$ cat config.mk
export PLATFORM = sky130hd
export DESIGN_NAME = gray_sync_decoder
export DESIGN_NICKNAME = d
export VERILOG_FILES = /design/src/rtl/gray_sync_decoder_pkg.sv /design/src/rtl/gray_sync_decoder_gray2bin.sv /design/src/rtl/gray_sync_decoder.sv
export SDC_FILE = /design/constraint.sdc
export NUM_CORES = 1
export LEC_CHECK = 0
export ABC_AREA = 1
export CAP_MARGIN = 20
export CORE_ASPECT_RATIO = 1.75
export CORE_MARGIN = 2
export CORE_UTILIZATION = 56
export CTS_BUF_LIST = sky130_fd_sc_hd__clkbuf_2
export DETAILED_ROUTE_END_ITERATION = 8
export PLACE_DENSITY = 0.81
export SLEW_MARGIN = 20
export SYNTH_ARGS = -nofsm -noshare
export SYNTH_HDL_FRONTEND = slang
export SYNTH_SLANG_ARGS = --single-unit
$ cat constraint.sdc
create_clock -name clk -period 3.39 [get_ports clk]
set_input_delay 0.339 -clock clk [delete_from_list [all_inputs] [get_ports clk]]
set_output_delay 0.339 -clock clk [all_outputs]
set_load 0.05 [all_outputs]
$ cat src/rtl/gray_sync_decoder_pkg.sv
// Shared definitions for the Gray-code synchronizer/decoder: FSM encoding,
// default geometry and error-counter width.
package gray_sync_decoder_pkg;

    localparam int GSD_DEF_N           = 4;
    localparam int GSD_DEF_SYNC_STAGES = 2;
    localparam int GSD_ERR_W           = 8;

    typedef enum logic [1:0] {
        ST_ACQUIRE = 2'd0,
        ST_TRACK   = 2'd1,
        ST_FAULT   = 2'd2
    } gsd_state_e;

endpackage

$ cat src/rtl/gray_sync_decoder_gray2bin.sv
// Combinational Gray-to-binary converter: each binary bit is the XOR of all
// Gray bits at or above its position.
module gray2bin_N #(
    parameter int N = 4
) (
    input  logic [N-1:0] gray_i,
    output logic [N-1:0] bin_o
);

    for (genvar i = 0; i < N; i++) begin : g_bit
        assign bin_o[i] = ^gray_i[N-1:i];
    end

endmodule

$ cat src/rtl/gray_sync_decoder.sv
// Synchronizes an asynchronous Gray count into the clk domain, accepts only
// legal +1 steps, decodes to binary and latches a fault on any illegal step.
module gray_sync_decoder
    import gray_sync_decoder_pkg::*;
#(
    parameter int N           = GSD_DEF_N,
    parameter int SYNC_STAGES = GSD_DEF_SYNC_STAGES
) (
    input  logic                 clk,
    input  logic                 reset,
    input  logic [N-1:0]         gray_in,
    input  logic                 clear_err,
    output logic [N-1:0]         bin_out,
    output logic                 bin_valid,
    output logic                 wrap,
    output logic                 step_err,
    output logic [GSD_ERR_W-1:0] err_cnt,
    output logic                 acq_busy
);

    localparam int                FILL_W    = $clog2(SYNC_STAGES + 1);
    localparam logic [FILL_W-1:0] FILL_FULL = FILL_W'(SYNC_STAGES);
    localparam logic [N-1:0]      ONE_N     = N'(1);
    localparam logic [N-1:0]      MAX_N     = '1;
    localparam logic [GSD_ERR_W-1:0] ERR_MAX = '1;

    logic [N-1:0]         sync_q [SYNC_STAGES];
    logic [N-1:0]         s_gray;
    logic [N-1:0]         s_bin;
    logic [N-1:0]         p_bin;
    gsd_state_e           state_q, state_d;
    logic [FILL_W-1:0]    fill_q, fill_d;
    logic [N-1:0]         p_q, p_d;
    logic [N-1:0]         bin_q, bin_d;
    logic                 vld_q, vld_d;
    logic                 wrap_q, wrap_d;
    logic [GSD_ERR_W-1:0] err_q, err_d;

    always_ff @(posedge clk or posedge reset) begin
        if (reset) begin
            for (int i = 0; i < SYNC_STAGES; i++) sync_q[i] <= '0;
        end else begin
            sync_q[0] <= gray_in;
            for (int i = 1; i < SYNC_STAGES; i++) sync_q[i] <= sync_q[i-1];
        end
    end

    assign s_gray = sync_q[SYNC_STAGES-1];

    gray2bin_N #(.N(N)) u_s_conv (.gray_i(s_gray), .bin_o(s_bin));
    gray2bin_N #(.N(N)) u_p_conv (.gray_i(p_q),    .bin_o(p_bin));

    always_comb begin
        state_d = state_q;
        fill_d  = fill_q;
        p_d     = p_q;
        bin_d   = bin_q;
        vld_d   = 1'b0;
        wrap_d  = 1'b0;
        err_d   = err_q;
        case (state_q)
            ST_ACQUIRE: begin
                // After a FAULT clear the counter is preloaded full, so the load is immediate.
                if (fill_q == FILL_FULL) begin
                    p_d     = s_gray;
                    bin_d   = s_bin;
                    vld_d   = 1'b1;
                    state_d = ST_TRACK;
                end else begin
                    fill_d = fill_q + FILL_W'(1);
                end
            end
            ST_TRACK: begin
                if (s_gray != p_q) begin
                    if ($countones(s_gray ^ p_q) == 1 && s_bin == p_bin + ONE_N) begin
                        p_d    = s_gray;
                        bin_d  = s_bin;
                        vld_d  = 1'b1;
                        wrap_d = (p_bin == MAX_N);
                    end else begin
                        state_d = ST_FAULT;
                        if (err_q != ERR_MAX) err_d = err_q + GSD_ERR_W'(1);
                    end
                end
            end
            ST_FAULT: begin
                if (clear_err) begin
                    state_d = ST_ACQUIRE;
                    fill_d  = FILL_FULL;
                end
            end
            default: state_d = ST_ACQUIRE;
        endcase
    end

    always_ff @(posedge clk or posedge reset) begin
        if (reset) begin
            state_q <= ST_ACQUIRE;
            fill_q  <= '0;
            p_q     <= '0;
            bin_q   <= '0;
            vld_q   <= 1'b0;
            wrap_q  <= 1'b0;
            err_q   <= '0;
        end else begin
            state_q <= state_d;
            fill_q  <= fill_d;
            p_q     <= p_d;
            bin_q   <= bin_d;
            vld_q   <= vld_d;
            wrap_q  <= wrap_d;
            err_q   <= err_d;
        end
    end

    assign bin_out   = bin_q;
    assign bin_valid = vld_q;
    assign wrap      = wrap_q;
    assign err_cnt   = err_q;
    assign step_err  = (state_q == ST_FAULT);
    assign acq_busy  = (state_q == ST_ACQUIRE);

endmodule

==> impl_metrics.py, run 1 <==
metrics = {
    "floorplanning": {
        "die_area_mm2": 0.00343,
        "die_extent_in_y_um": 76.0,
        "initial_utilization_pct": 57.9,
        "fp.coreArea_mm2": 0.00286,
        "ioPinCount": 23,
        "chipWidth_um": 45.1,
        "floorplan.rows": 26,
    },
    "cts": {
        "post-cts-setup-buffer-count": 0,
        "cts-resized-gates": 0,
        "maximum_clock_path_buffer_count": 2,
        "cts.root.buffer_cell": "clkbuf_2",
        "cts_htree_levels": 2,
        "cts.clk_slew.worst_paths_ns": 0.15,
        "cts_buffers": 5,
        "cts_num_sinks": 29,
        "cts_tree": "yes",
        "post_cts_hold_buffer_count": 0,
        "worst_skew_pair.late_latency_ns": 0.36,
    },
    "pwr": {
        "p_comb_share_pct": 60.9,
        "power.share.switching_pct": 50.0,
        "power.internal_mw": 1.12,
        "power_frac_clock_pct": 14.3,
        "pwr_dens_mw_per_mm2": 1120,
        "design_power_total_mw": 2.24,
        "vdd_drop_max_mv": 0.689,
        "power_switching_mw": 1.12,
        "total_leakage_power_nw": 1.06,
        "sequential_share_of_power_pct": 24.8,
    },
    "synth": {
        "number_of_unique_standard_cell_types_used_by_synthesis": 28,
        "syn_inst_count": 200,
        "async_reset_ff_share_pct": 100,
        "ys_seq_elements": 29,
        "ys.warnings.count": 0,
        "synth_flop_cell": "dfrtp_1",
        "syn_area_mm2": 0.00166,
        "syn_avg_cell_area_um2": 8.29,
        "number_of_flops_mapped_to_enable_cells_by_yosys": 0,
        "synth_seq_area_share_pct": 43.8,
        "synth.net_count": 215,
    },
    "sta": {
        "max_clock_freq_ghz": 0.343,
        "grt_setup_unrepaired": "no",
        "setup_violations": 0,
        "timing.max_slew.rel_slack_pct": 37.8,
        "finalHoldViolCount": 0,
        "finalMaxSlewViolations": 0,
        "period_minus_slack_ns": 2.91,
        "timing.final.crit_share_pct": 85.9,
        "timing.hold.ws_ns": 0.329,
        "setup-tns-final_ns": 0,
        "fin_worst_skew_ns": 0.0101,
        "worst_slew_pin_slew_ns": 0.930,
    },
    "global_routing": {
        "grt_first_pass_wirelength_um": 6220,
        "grt_max_degree": 30,
        "grt_pass1_vias": 1450,
        "overflow": 0,
        "met3_capacity_usage_during_global_routing_pct": 4.27,
        "grt_usage_pct": 25.1,
        "grt_use_met2_pct": 42.0,
        "global_route.usage.met1_pct": 27.0,
        "top_usage_layer": "met2",
        "antenna_found_initial": 0,
    },
    "route": {
        "dr_total_vias": 1375,
        "drt_pre_antenna_iters": 4,
        "viasPerCell": 5.37,
        "routedWlPerCell_um": 13.6,
        "route.detailed.drc": 0,
        "drt_iter0_markers": 23,
        "drt_wl_total_um": 3480,
        "drt.antenna.violating_nets": 0,
    },
    "layout": {
        "drive_above_1_share_pct": 11.0,
        "post-route-util_pct": 69.5,
        "antennaDiodeCount": 0,
        "layout.cells.non_filler": 256,
        "nets": 242,
        "layout.cells.most_common_list": "69 x nand2_1, 29 x dfrtp_1, 25 x inv_1",
        "nFillCells": 250,
        "final_common_cell": "nand2_1",
        "area_delta_synth_final_pct": 20.1,
        "ff_latch_area_um2": 726,
        "multi_input_area_um2": 818,
    },
    "setup_path": {
        "crit-reg2reg-capture": "p_q[3]",
        "crit_path_max_incr_delay_ns": 0.53,
        "worstPathMaxFanout": 9,
        "cp_slowest_cell": "dfrtp_1",
        "timing.rr.start": "p_q[3]",
        "timing_worst_setup_path_type": "reg -> reg",
        "cp.arrival_ns": 3.18,
        "nature_of_the_critical_path_startpoint": "flip-flop",
        "cp_cell_instances": "xor2_1 -> fa_1 -> ha_1 -> ha_1 -> nor3b_1 -> nand3_1 -> nor2_2 -> nand3_2 -> o21bai_4 -> nand2_4 -> nand2_1 -> nand2_1",
        "critical_path.endpoint_type": "flip-flop",
        "reg2reg_depth": 12,
        "cp.required_ns": 3.66,
        "reg2reg_setup_slack_ns": 0.48,
    },
    "placement": {
        "gp_routability_congestion": 0.940,
        "detailed_place_hpwl_um": 2760,
        "port_buffers": 22,
        "dp.cells": 248,
    },
    "status": {
        "status": "finished, final reports clean",
    },
    "min_path": {
        "worstHoldPathType": "in -> async",
    },
    "run": {
        "max-cap-violations": 0,
    },
}
## layout make-up
type / count / area share, %
Tap cell: 28 / 1.76
Timing Repair Buffer: 22 / 11.1
Sequential cell: 29 / 36.5
Clock buffer: 5 / 1.26
Clock inverter: 3 / 3.27
Multi-Input combinational cell: 142 / 41.1
Inverter: 27 / 5.09
## cell usage after synthesis, types with 2 or more instances
library cell	number	area, um2
dfrtp_1	29	726
ha_1	7	87.6
inv_1	26	97.6
nand2_1	69	259
nand2_2	5	31.3
nand2_4	2	22.5
nand3_1	15	75.1
nand3_2	2	20.0
nand4_1	10	62.6
nor2_1	6	22.5
nor2_2	2	12.5
nor3_1	2	10.0
xnor2_1	5	43.8
xor2_1	6	52.6
## state kept, by name, summed over array words and instances, names as in the netlist
| name | cells |
|---|---|
| bin_out | 3 |
| bin_valid | 1 |
| err_cnt | 8 |
| fill_q | 2 |
| p_q | 4 |
| s_gray | 4 |
| state_q | 2 |
| sync_q | 4 |
| wrap | 1 |
## worst max-delay path, delay by kind of cell, from the launching register on
family / cells / cell delay, ns
and+or+nand+nor: 7 / 0.80
DFF: 1 / 0.53
adders and majority gates: 3 / 0.94
AOI/OAI and AO/OA: 1 / 0.26
xor gates and xnor gates: 1 / 0.29
## per-stage QoR
step	worst slack (ns)	area, um2
final	0.478	1990
after global routing	0.241	1990
after CTS	0.491	1990
after detailed placement	0.484	1900
after global placement	0.602	1900
after floorplan	0.796	1660
## metal layers
metal  up-vias  share of wire (%)
li1        688                  -
met1       651                 39
met2        27                 54
met3         9                3.1
met4         0                4.3
met5         -                  0
## how the worst max path moves through the flow
| stage | start | end | slack, ns | cells after the start |
|---|---|---|---|---|
| finish | p_q[3] | p_q[3] | 0.48 | 12 |
| global route | p_q[3] | p_q[3] | 0.24 | 12 |
| CTS | p_q[3] | p_q[3] | 0.49 | 12 |
| detailed placement | p_q[3] | p_q[1] | 0.48 | 12 |
| global placement | p_q[3] | p_q[0] | 0.60 | 12 |
| floorplan | s_gray[3] | bin_out[0] | 0.80 | 12 |
## power by group through the flow
stage          Sequential, mW  Clock [mW]  Combinational [mW]
6_report                0.554       0.320                1.36
4_1_cts                 0.552       0.327                1.37
3_5_place_dp            0.559           0                1.37
2_1_floorplan           0.701           0               0.884
3_3_place_gp            0.556           0                1.32
5_1_grt                 0.568       0.342                1.53
## kinds of logic (layout without fill, tap and decap cells)
| group | Yosys count | after routing | share of synthesized area [%] |
|---|---|---|---|
| DFF | 29 | 29 | 43.8 |
| xor gates and xnor gates | 11 | 11 | 5.81 |
| and+or+nand+nor | 117 | 117 | 34.0 |
| AOI/OAI and AO/OA | 6 | 6 | 3.02 |
| buffers and inverters | 29 | 57 | 6.87 |
| adders and majority gates | 8 | 8 | 6.49 |
Note: power is estimated with default switching activity, not from simulation.
==> run 2, diff against run 1 <==
--- a/config.mk
+++ b/config.mk
@@ -13,6 +13,7 @@
 export CTS_BUF_LIST = sky130_fd_sc_hd__clkbuf_2
 export DETAILED_ROUTE_END_ITERATION = 8
 export PLACE_DENSITY = 0.81
+export SKIP_LAST_GASP = 1
 export SLEW_MARGIN = 20
 export SYNTH_ARGS = -nofsm -noshare
 export SYNTH_HDL_FRONTEND = slang
==> results of run 2 <==
Final layout, timing and power as in run 1 (identical DEF).
==> run 3, diff against run 2 <==
--- a/config.mk
+++ b/config.mk
@@ -12,7 +12,9 @@
 export CORE_UTILIZATION = 56
 export CTS_BUF_LIST = sky130_fd_sc_hd__clkbuf_2
 export DETAILED_ROUTE_END_ITERATION = 8
+export MAX_ROUTING_LAYER = met4
 export PLACE_DENSITY = 0.81
+export REMOVE_ABC_BUFFERS = 1
 export SKIP_LAST_GASP = 1
 export SLEW_MARGIN = 20
 export SYNTH_ARGS = -nofsm -noshare
==> impl_metrics.py, run 3 (synthesis results as in run 1) <==
metrics = {
    "status": {
        "status": "finished, final reports clean",
    },
    "global_routing": {
        "grt_first_pass_wirelength_um": 5970,
        "grt_max_degree": 30,
        "overflow": 0,
        "antenna_found_initial": 0,
        "grt_usage_pct": 24.1,
        "grt_pass1_vias": 1386,
    },
    "route": {
        "drt_pre_antenna_iters": 4,
        "drt_iter0_markers": 57,
        "drt_wl_total_um": 3390,
        "drt.antenna.violating_nets": 0,
        "routedWlPerCell_um": 13.3,
        "dr_total_vias": 1387,
        "route.detailed.drc": 0,
        "viasPerCell": 5.42,
    },
    "pwr": {
        "power.share.switching_pct": 53.6,
        "p_comb_share_pct": 64.9,
        "design_power_total_mw": 2.08,
        "vdd_drop_max_mv": 0.567,
        "pwr_dens_mw_per_mm2": 1070,
        "power_switching_mw": 1.11,
        "sequential_share_of_power_pct": 26.7,
        "power.internal_uw": 963,
        "total_leakage_power_nw": 1.04,
        "power_frac_clock_pct": 8.4,
    },
    "setup_path": {
        "critical_path.endpoint_type": "flip-flop",
        "nature_of_the_critical_path_startpoint": "flip-flop",
        "worstPathMaxFanout": 9,
        "timing_worst_setup_path_type": "reg -> reg",
        "reg2reg_depth": 12,
        "cp.arrival_ns": 3.14,
        "cp.required_ns": 3.65,
    },
    "layout": {
        "antennaDiodeCount": 0,
        "largest_register_ff_count": 8,
        "nFillCells": 233,
        "area_delta_synth_final_pct": 17.2,
        "layout.cells.most_common_list": "69 x nand2_1, 29 x dfrtp_1, 25 x inv_1",
        "nets": 242,
        "drive_above_1_share_pct": 11.0,
        "final_common_cell": "nand2_1",
        "layout.cells.non_filler": 256,
        "post-route-util_pct": 67.9,
    },
    "floorplanning": {
        "chipWidth_um": 45.1,
        "fp.coreArea_mm2": 0.00286,
        "ioPinCount": 23,
        "floorplan.rows": 26,
        "die_extent_in_y_um": 76.0,
        "initial_utilization_pct": 57.9,
        "die_area_mm2": 0.00343,
    },
    "sta": {
        "period_minus_slack_ns": 2.88,
        "grt_setup_unrepaired": "no",
        "worst_slew_pin_slew_ns": 0.954,
        "timing.final.crit_share_pct": 84.9,
        "setup-tns-final_ns": 0,
        "finalHoldViolCount": 0,
        "timing.max_slew.rel_slack_pct": 36.2,
        "max_clock_freq_ghz": 0.347,
        "setup_violations": 0,
        "finalMaxSlewViolations": 0,
        "fin_worst_skew_ns": 0.0274,
    },
    "cts": {
        "cts_htree_levels": 2,
        "cts_tree": "yes",
        "cts.clk_slew.worst_paths_ns": 0.18,
        "cts.root.buffer_cell": "clkbuf_2",
        "cts_num_sinks": 29,
        "post_cts_hold_buffer_count": 0,
        "post-cts-setup-buffer-count": 0,
        "worst_skew_pair.late_latency_ns": 0.37,
        "maximum_clock_path_buffer_count": 2,
        "cts_buffers": 5,
        "cts-resized-gates": 0,
    },
    "placement": {
        "gp_routability_congestion": 0.903,
        "port_buffers": 22,
        "dp.cells": 248,
        "detailed_place_hpwl_um": 2670,
    },
    "min_path": {
        "worstHoldPathType": "in -> async",
    },
    "run": {
        "max-cap-violations": 0,
    },
}
==> run 3: area by class of cell <==
class	instances	area, um2	area share (%)
flip-flops and latches	29	726	37.3
inverters	27	101	5.22
clock inverters	3	17.5	0.901
repair buffers	22	220	11.3
multi-input cells	142	818	42.1
well taps	28	35.0	1.80
clock buffers	5	25.0	1.29
==> run 3: critical path, cell delays in order, from the launching register on <==
cell and delay (ns):
dfrtp_1 0.53, xor2_1 0.29, fa_1 0.47, ha_1 0.20
ha_1 0.26, nor3b_1 0.20, nand3_1 0.12, nor2_2 0.12
nand3_2 0.10, o21bai_4 0.25, nand2_4 0.12, nand2_1 0.07
nand2_1 0.05
==> run 3: layer usage <==
layer	part of all wire, %	track usage [%]	vias to the layer above
li1	-	-	692
met3	2.8	4.50	14
met5	0	-	-
met1	40	26.6	653
met2	53	38.4	28
met4	4.3	14.4	0
==> run 3: path summary, 6_finish.rpt <==
check / startpoint / endpoint / slack (ns)
hold / removal: reset / bin_out[2] / 0.33
setup reg to reg: p_q[3] / p_q[2] / 0.51
setup / recovery: p_q[3] / p_q[2] / 0.51
hold reg to reg: sync_q[4] / s_gray[0] / 0.34
max in group asynchronous: reset / p_q[2] / 2.65
min in group clk: sync_q[4] / s_gray[0] / 0.34
==> run 3: through the flow <==
stage | instance area (um2) | setup slack [ns] | hold WS (ns)
3_3_place_gp | 1900 | 0.569 | 0.332
4_1_cts | 1940 | 0.505 | 0.341
6_report | 1940 | 0.511 | 0.330
3_5_place_dp | 1900 | 0.524 | 0.338
5_1_grt | 1940 | 0.323 | 0.357
2_1_floorplan | 1650 | 0.491 | 0.331
==> run 3: power by group through the flow <==
stage	Combinational (mW)	Sequential [mW]	Clock (mW)
6_report	1.35	0.554	0.175
4_1_cts	1.36	0.552	0.180
5_1_grt	1.50	0.565	0.198
3_5_place_dp	1.36	0.558	0
3_3_place_gp	1.32	0.555	0
2_1_floorplan	0.849	0.722	0
